## src/rtl/tsp_result_display.sv

```systemverilog
// tsp_result_display
// Accepts one binary tour cost per valid/ready handshake, converts it to six
// BCD digits with a one-bit-per-cycle double-dabble engine and drives six
// registered, active-low seven-segment outputs (HEX0 = least-significant digit).
//
// state | meaning
// ------+-----------------------------------------------------------------
// IDLE  | waiting for a handshake; in_ready high
// CONV  | one add-3/shift step per cycle, WIDTH steps in total
// LOAD  | copy the finished BCD into the held display registers, pulse done
module tsp_result_display #(
    parameter int WIDTH = 20
) (
    input  logic             clk,
    input  logic             rst_n,
    input  logic             in_valid,
    output logic             in_ready,
    input  logic [WIDTH-1:0] in_value,
    input  logic             lz_en,
    input  logic             blank,
    output logic             busy,
    output logic             done,
    output logic [6:0]       HEX0,
    output logic [6:0]       HEX1,
    output logic [6:0]       HEX2,
    output logic [6:0]       HEX3,
    output logic [6:0]       HEX4,
    output logic [6:0]       HEX5
);

    localparam int CNT_W = $clog2(WIDTH + 1);
    localparam logic [CNT_W-1:0] LAST_CNT = CNT_W'(WIDTH - 1);
    // Largest value that fits in six decimal digits.
    localparam logic [WIDTH-1:0] MAX_BCD = WIDTH'(999999);

    localparam logic [6:0] SEG_DARK = 7'h7F;
    localparam logic [6:0] SEG_DASH = 7'h3F;

    typedef enum logic [1:0] {
        IDLE = 2'd0,
        CONV = 2'd1,
        LOAD = 2'd2
    } state_t;

    state_t           state_q,        state_d;
    logic [WIDTH-1:0] shift_q,        shift_d;
    logic [23:0]      bcd_q,          bcd_d;
    logic [CNT_W-1:0] cnt_q,          cnt_d;
    logic             ovf_q,          ovf_d;
    logic [23:0]      held_digits_q,  held_digits_d;
    logic             held_ovf_q,     held_ovf_d;
    logic             shown_q,        shown_d;
    logic             done_q,         done_d;
    logic             busy_q,         busy_d;
    logic [5:0][6:0]  hex_q,          hex_d;

    logic [23:0]      bcd_adj;

    // Active-low segment pattern for one decimal digit; anything above 9 is dark.
    function automatic logic [6:0] seg7(input logic [3:0] dig);
        logic [6:0] seg;
        case (dig)
            4'd0:    seg = 7'h40;
            4'd1:    seg = 7'h79;
            4'd2:    seg = 7'h24;
            4'd3:    seg = 7'h30;
            4'd4:    seg = 7'h19;
            4'd5:    seg = 7'h12;
            4'd6:    seg = 7'h02;
            4'd7:    seg = 7'h78;
            4'd8:    seg = 7'h00;
            4'd9:    seg = 7'h10;
            default: seg = SEG_DARK;
        endcase
        return seg;
    endfunction

    assign in_ready = (state_q == IDLE);
    assign busy     = busy_q;
    assign done     = done_q;
    assign HEX0     = hex_q[0];
    assign HEX1     = hex_q[1];
    assign HEX2     = hex_q[2];
    assign HEX3     = hex_q[3];
    assign HEX4     = hex_q[4];
    assign HEX5     = hex_q[5];

    // Add-3 correction of every BCD nibble that is 5 or more, ahead of the shift.
    always_comb begin
        bcd_adj = bcd_q;
        for (int i = 0; i < 6; i++) begin
            if (bcd_q[4*i +: 4] >= 4'd5) begin
                bcd_adj[4*i +: 4] = bcd_q[4*i +: 4] + 4'd3;
            end
        end
    end

    // Handshake capture, conversion stepping and result hand-off.
    always_comb begin
        state_d       = state_q;
        shift_d       = shift_q;
        bcd_d         = bcd_q;
        cnt_d         = cnt_q;
        ovf_d         = ovf_q;
        held_digits_d = held_digits_q;
        held_ovf_d    = held_ovf_q;
        shown_d       = shown_q;
        done_d        = 1'b0;

        case (state_q)
            IDLE: begin
                if (in_valid) begin
                    shift_d = in_value;
                    bcd_d   = '0;
                    cnt_d   = '0;
                    ovf_d   = (in_value > MAX_BCD);
                    state_d = CONV;
                end
            end
            CONV: begin
                bcd_d   = {bcd_adj[22:0], shift_q[WIDTH-1]};
                shift_d = {shift_q[WIDTH-2:0], 1'b0};
                cnt_d   = cnt_q + CNT_W'(1);
                if (cnt_q == LAST_CNT) begin
                    state_d = LOAD;
                end
            end
            LOAD: begin
                held_digits_d = bcd_q;
                held_ovf_d    = ovf_q;
                shown_d       = 1'b1;
                done_d        = 1'b1;
                state_d       = IDLE;
            end
            default: begin
                state_d = IDLE;
            end
        endcase

        busy_d = (state_d != IDLE);
    end

    // Segment image from held state; leading digits go dark above the top non-zero one.
    always_comb begin
        logic       seen;
        logic [3:0] dig;
        hex_d = {6{SEG_DARK}};
        seen  = 1'b0;
        dig   = 4'd0;
        for (int i = 5; i >= 0; i--) begin
            dig = held_digits_q[4*i +: 4];
            if (dig != 4'd0) begin
                seen = 1'b1;
            end
            if (blank || !shown_q) begin
                hex_d[i] = SEG_DARK;
            end else if (held_ovf_q) begin
                hex_d[i] = SEG_DASH;
            end else if (lz_en && !seen && (i != 0)) begin
                hex_d[i] = SEG_DARK;
            end else begin
                hex_d[i] = seg7(dig);
            end
        end
    end

    // State and output registers; reset aborts any conversion and darkens the display.
    always_ff @(posedge clk or negedge rst_n) begin
        if (!rst_n) begin
            state_q       <= IDLE;
            shift_q       <= '0;
            bcd_q         <= '0;
            cnt_q         <= '0;
            ovf_q         <= 1'b0;
            held_digits_q <= '0;
            held_ovf_q    <= 1'b0;
            shown_q       <= 1'b0;
            done_q        <= 1'b0;
            busy_q        <= 1'b0;
            hex_q         <= {6{SEG_DARK}};
        end else begin
            state_q       <= state_d;
            shift_q       <= shift_d;
            bcd_q         <= bcd_d;
            cnt_q         <= cnt_d;
            ovf_q         <= ovf_d;
            held_digits_q <= held_digits_d;
            held_ovf_q    <= held_ovf_d;
            shown_q       <= shown_d;
            done_q        <= done_d;
            busy_q        <= busy_d;
            hex_q         <= hex_d;
        end
    end

endmodule

```

## config.mk

```make
export PLATFORM = sky130hd
export DESIGN_NAME = tsp_result_display
export DESIGN_NICKNAME = d
export VERILOG_FILES = /design/src/rtl/tsp_result_display.sv
export SDC_FILE = /design/constraint.sdc
export NUM_CORES = 1
export LEC_CHECK = 0
export ABC_CLOCK_PERIOD_IN_PS = 2200
export CAP_MARGIN = 40
export CORE_MARGIN = 1.5
export CORE_UTILIZATION = 50
export DETAILED_ROUTE_END_ITERATION = 8
export PLACE_DENSITY = 0.72
export SLEW_MARGIN = 20
export SYNTH_ARGS = -nofsm -noshare
export SYNTH_HDL_FRONTEND = slang
export SYNTH_SLANG_ARGS = --single-unit
```

## constraint.sdc

```tcl
create_clock -name clk -period 2.2 [get_ports clk]
set_clock_uncertainty 0.15 [all_clocks]
set_input_delay 0.44 -clock clk [delete_from_list [all_inputs] [get_ports clk]]
set_output_delay 0.44 -clock clk [all_outputs]
set_load 0.005 [all_outputs]
```

==> results.json <==
{
  "placed_cell_area_sq_mm": 0.00703,
  "die_h_um": 113,
  "start_util_pct": 50.8,
  "leakagePower_uw": 0.00329,
  "critPathRequiredTime_ns": 1.61,
  "io_buffers": 69,
  "wl_um": 12000,
  "synth_cell_type_count": 49,
  "ir_drop_uv": 592,
  "mostFrequentLayoutCells": "88 x nand2_1, 80 x dfrtp_1, 71 x o21ai_0",
  "synth_warnings": 0,
  "worst-slew-pin-transition_ns": 0.452,
  "drt_iter0_markers": 248,
  "synth_nets": 679,
  "final_common_cell": "nand2_1",
  "core_area_sq_mm": 0.0120,
  "fmax_ghz": 0.471,
  "hp-class": "flop to flop",
  "max_stage_delay_ns": 0.51,
  "reg2reg_depth": 7,
  "ys_seq_area_share_pct": 51.1,
  "status": "completed",
  "setup_viol": 0,
  "vias_per_cell": 5.36,
  "cts_sinks": 122,
  "pwr-share-clk_pct": 26.7,
  "grt_pass1_wl_um": 21000,
  "synth-seq-cells": 122,
  "drv_cap": 0,
  "dr.pass1.iters": 4,
  "place_hpwl_um": 8450,
  "critPathSlowestCell": "clkdlybuf4s50_1",
  "swShare_pct": 35.0,
  "power_switching_uw": 3500,
  "final_hold_viol_count": 0,
  "die-area_sq_mm": 0.0128,
  "fin_nets": 760,
  "clock_path_buffers": 2,
  "grt_max_degree": 62,
  "seqPwrFrac_pct": 36.5,
  "vias": 4566,
  "htree_levels": 4,
  "rsz0062_at_grt": "false",
  "critPathKind": "flop to primary output",
  "p_total_uw": 9990,
  "critPathCaptureType": "primary output",
  "cp.arrival_ns": 1.53,
  "fill_cells": 989,
  "drive_above_1_share_pct": 17.3,
  "avgSynthCellArea_sq_um": 9.95,
  "ant_nets": 0,
  "antennaDiodeCount": 0,
  "area_growth_syn_to_layout_pct": 25.4,
  "stdcell_area_sq_mm": 0.00762,
  "timing.setup.tns_ns": 0,
  "pwr-share-comb_pct": 36.8,
  "routabilityCongestion": 0.846,
  "period_needed_ns": 2.12,
  "slew_violations": 0,
  "p_per_area_mw_per_mm2": 1310,
  "cts_tree": "yes",
  "slew_headroom_pct": 69.9,
  "synthesis.area_sq_mm": 0.00608,
  "finalNonFillerCells": 852,
  "fp.dieW_um": 113,
  "rows": 40,
  "dp_cells": 818,
  "drc_errors": 0,
  "grt_pass1_vias": 4521,
  "crit_fanout": 5,
  "routedWlPerCell_um": 14.1,
  "worstSkewPairLatency_ns": 0.41,
  "startpoint_type": "flop",
  "gr-total-overflow": 0,
  "cts_root_buf": "clkbuf_16",
  "ios": 70,
  "cts_made_buffers": 17,
  "hold_depth": 1,
  "track_usage_pct": 20.5,
  "crit_path_cell_trace": "nor2_2 > clkdlybuf4s50_1",
  "antenna_found_initial": 0,
  "path_clk_slew_ns": 0.05,
  "netlist_instances": 611,
  "fin_crit_sh_pct": 96.4,
  "internal_power_uw": 6490
}
timing repair:
item                                   4_1_cts  5_1_grt
hold buffers                                 1        0
setup buffers                                0        1
endpoints found under the hold margin       20        0
setup endpoints to repair                    0        2
resized for setup                            0        2
worst paths after layout:
kind | from | endpoint | slack, ns
max reg2reg | held_digits_q[16] | HEX1[6] | 0.17
min in group asynchronous | rst_n | held_digits_q[18] | 0.38
min reg2reg | shown_q | shown_q | 0.32
max in group asynchronous | rst_n | HEX0[1] | 0.82
min | shown_q | shown_q | 0.32
max | state_q[1] | in_ready | 0.08
per-layer routing:
layer / routed length, um / track usage (%) / vias to the layer above
met3: 486 / 4.98 / 18
met1: 5410 / 25.6 / 2175
met2: 5900 / 34.4 / 107
li1: - / - / 2266
met5: 0 / 0 / -
met4: 215 / 8.17 / 0
cell type report:
cell class	instances	area, sq um	area share [%]
repair buffers	96	931	12.2
well taps	147	184	2.41
clock buffers	23	468	6.14
multi-input cells	424	2720	35.7
inverters	31	116	1.53
flip-flops and latches	122	3110	40.7
clock inverters	9	97.6	1.28
power by group through the flow:
stage | Sequential (uW) | Combinational [uW] | Clock, uW
3_3_place_gp | 3610 | 3480 | 0
6_report | 3640 | 3680 | 2670
2_1_floorplan | 3430 | 2630 | 0
3_5_place_dp | 3660 | 3630 | 0
4_1_cts | 3630 | 3660 | 2710
5_1_grt | 3750 | 4160 | 2830
stage by stage:
stage	util (%)	hold slack, ns	setup slack, ns
floorplan	-	-0.00559	0.455
global placement	58.8	0.273	0.131
detailed placement	58.8	0.283	0.116
CTS	63.6	0.320	0.0250
global route	63.7	0.338	0.0123
finish	63.7	0.318	0.0786
kinds of logic after synthesis:
group	share of synthesized area (%)
AND/OR/NAND/NOR	15.4
AO/OA/AOI/OAI	14.4
flip-flops	51.1
buffers and inverters	4.51
adder cells (fa/ha/maj)	8.85
multiplexers	3.76
XOR/XNOR	2.02
worst max-delay path: cells and delay by family (launching register included):
family	cells	cell delay (ns)
buffers and inverters	1	0.51
flip-flops	1	0.45
AND/OR/NAND/NOR	1	0.16
synthesized netlist by cell type (all sizes together):
| cell | number | area share (%) |
|---|---|---|
| nor2b | 11 | 1.1 |
| dfrtp | 80 | 33 |
| clkbuf | 14 | 0.86 |
| mux2 | 15 | 2.8 |
| o31ai | 4 | 0.49 |
| nor3 | 14 | 1.2 |
| and2 | 1 | 0.10 |
| o21ai | 79 | 6.5 |
| nand3b | 2 | 0.25 |
| dfstp | 42 | 18 |
| nand4bb | 1 | 0.19 |
| a221o | 1 | 0.16 |
| nand4 | 3 | 0.31 |
| a31oi | 1 | 0.10 |
| a22oi | 15 | 1.9 |
| nor3b | 5 | 0.78 |
| nor2 | 24 | 1.5 |
| nand2 | 88 | 5.4 |
| a211oi | 3 | 0.45 |
| nand2b | 12 | 1.2 |
| and2b | 1 | 0.12 |
| o2111ai | 1 | 0.14 |
| nand4b | 1 | 0.14 |
| a21oi | 30 | 2.5 |
| o211ai | 1 | 0.12 |
| mux2i | 6 | 0.99 |
| ha | 43 | 8.8 |
| nor4 | 1 | 0.10 |
| inv | 31 | 1.9 |
| nand3 | 21 | 1.7 |
| o21a | 5 | 0.62 |
| xnor2 | 7 | 1.0 |
| a311o | 2 | 0.33 |
| o32ai | 5 | 0.72 |
| or4bb | 1 | 0.19 |
| o31a | 1 | 0.14 |
| and3 | 4 | 0.41 |
| xor2 | 7 | 1.0 |
| or2 | 2 | 0.21 |
| o22ai | 3 | 0.31 |
| buf | 20 | 1.7 |
| or3 | 3 | 0.31 |
registers in the layout, indices dropped and copies added (netlist names):
name and flops:
busy 1, HEX4 7, cnt_q 5, held_digits_q 24, shift_q 20, HEX0 7, state_q 2, ovf_q 1
HEX5 7, done 1, HEX2 7, shown_q 1, held_ovf_q 1, bcd_q 24, HEX1 7, HEX3 7
Note: power is estimated with default switching activity, not from simulation.
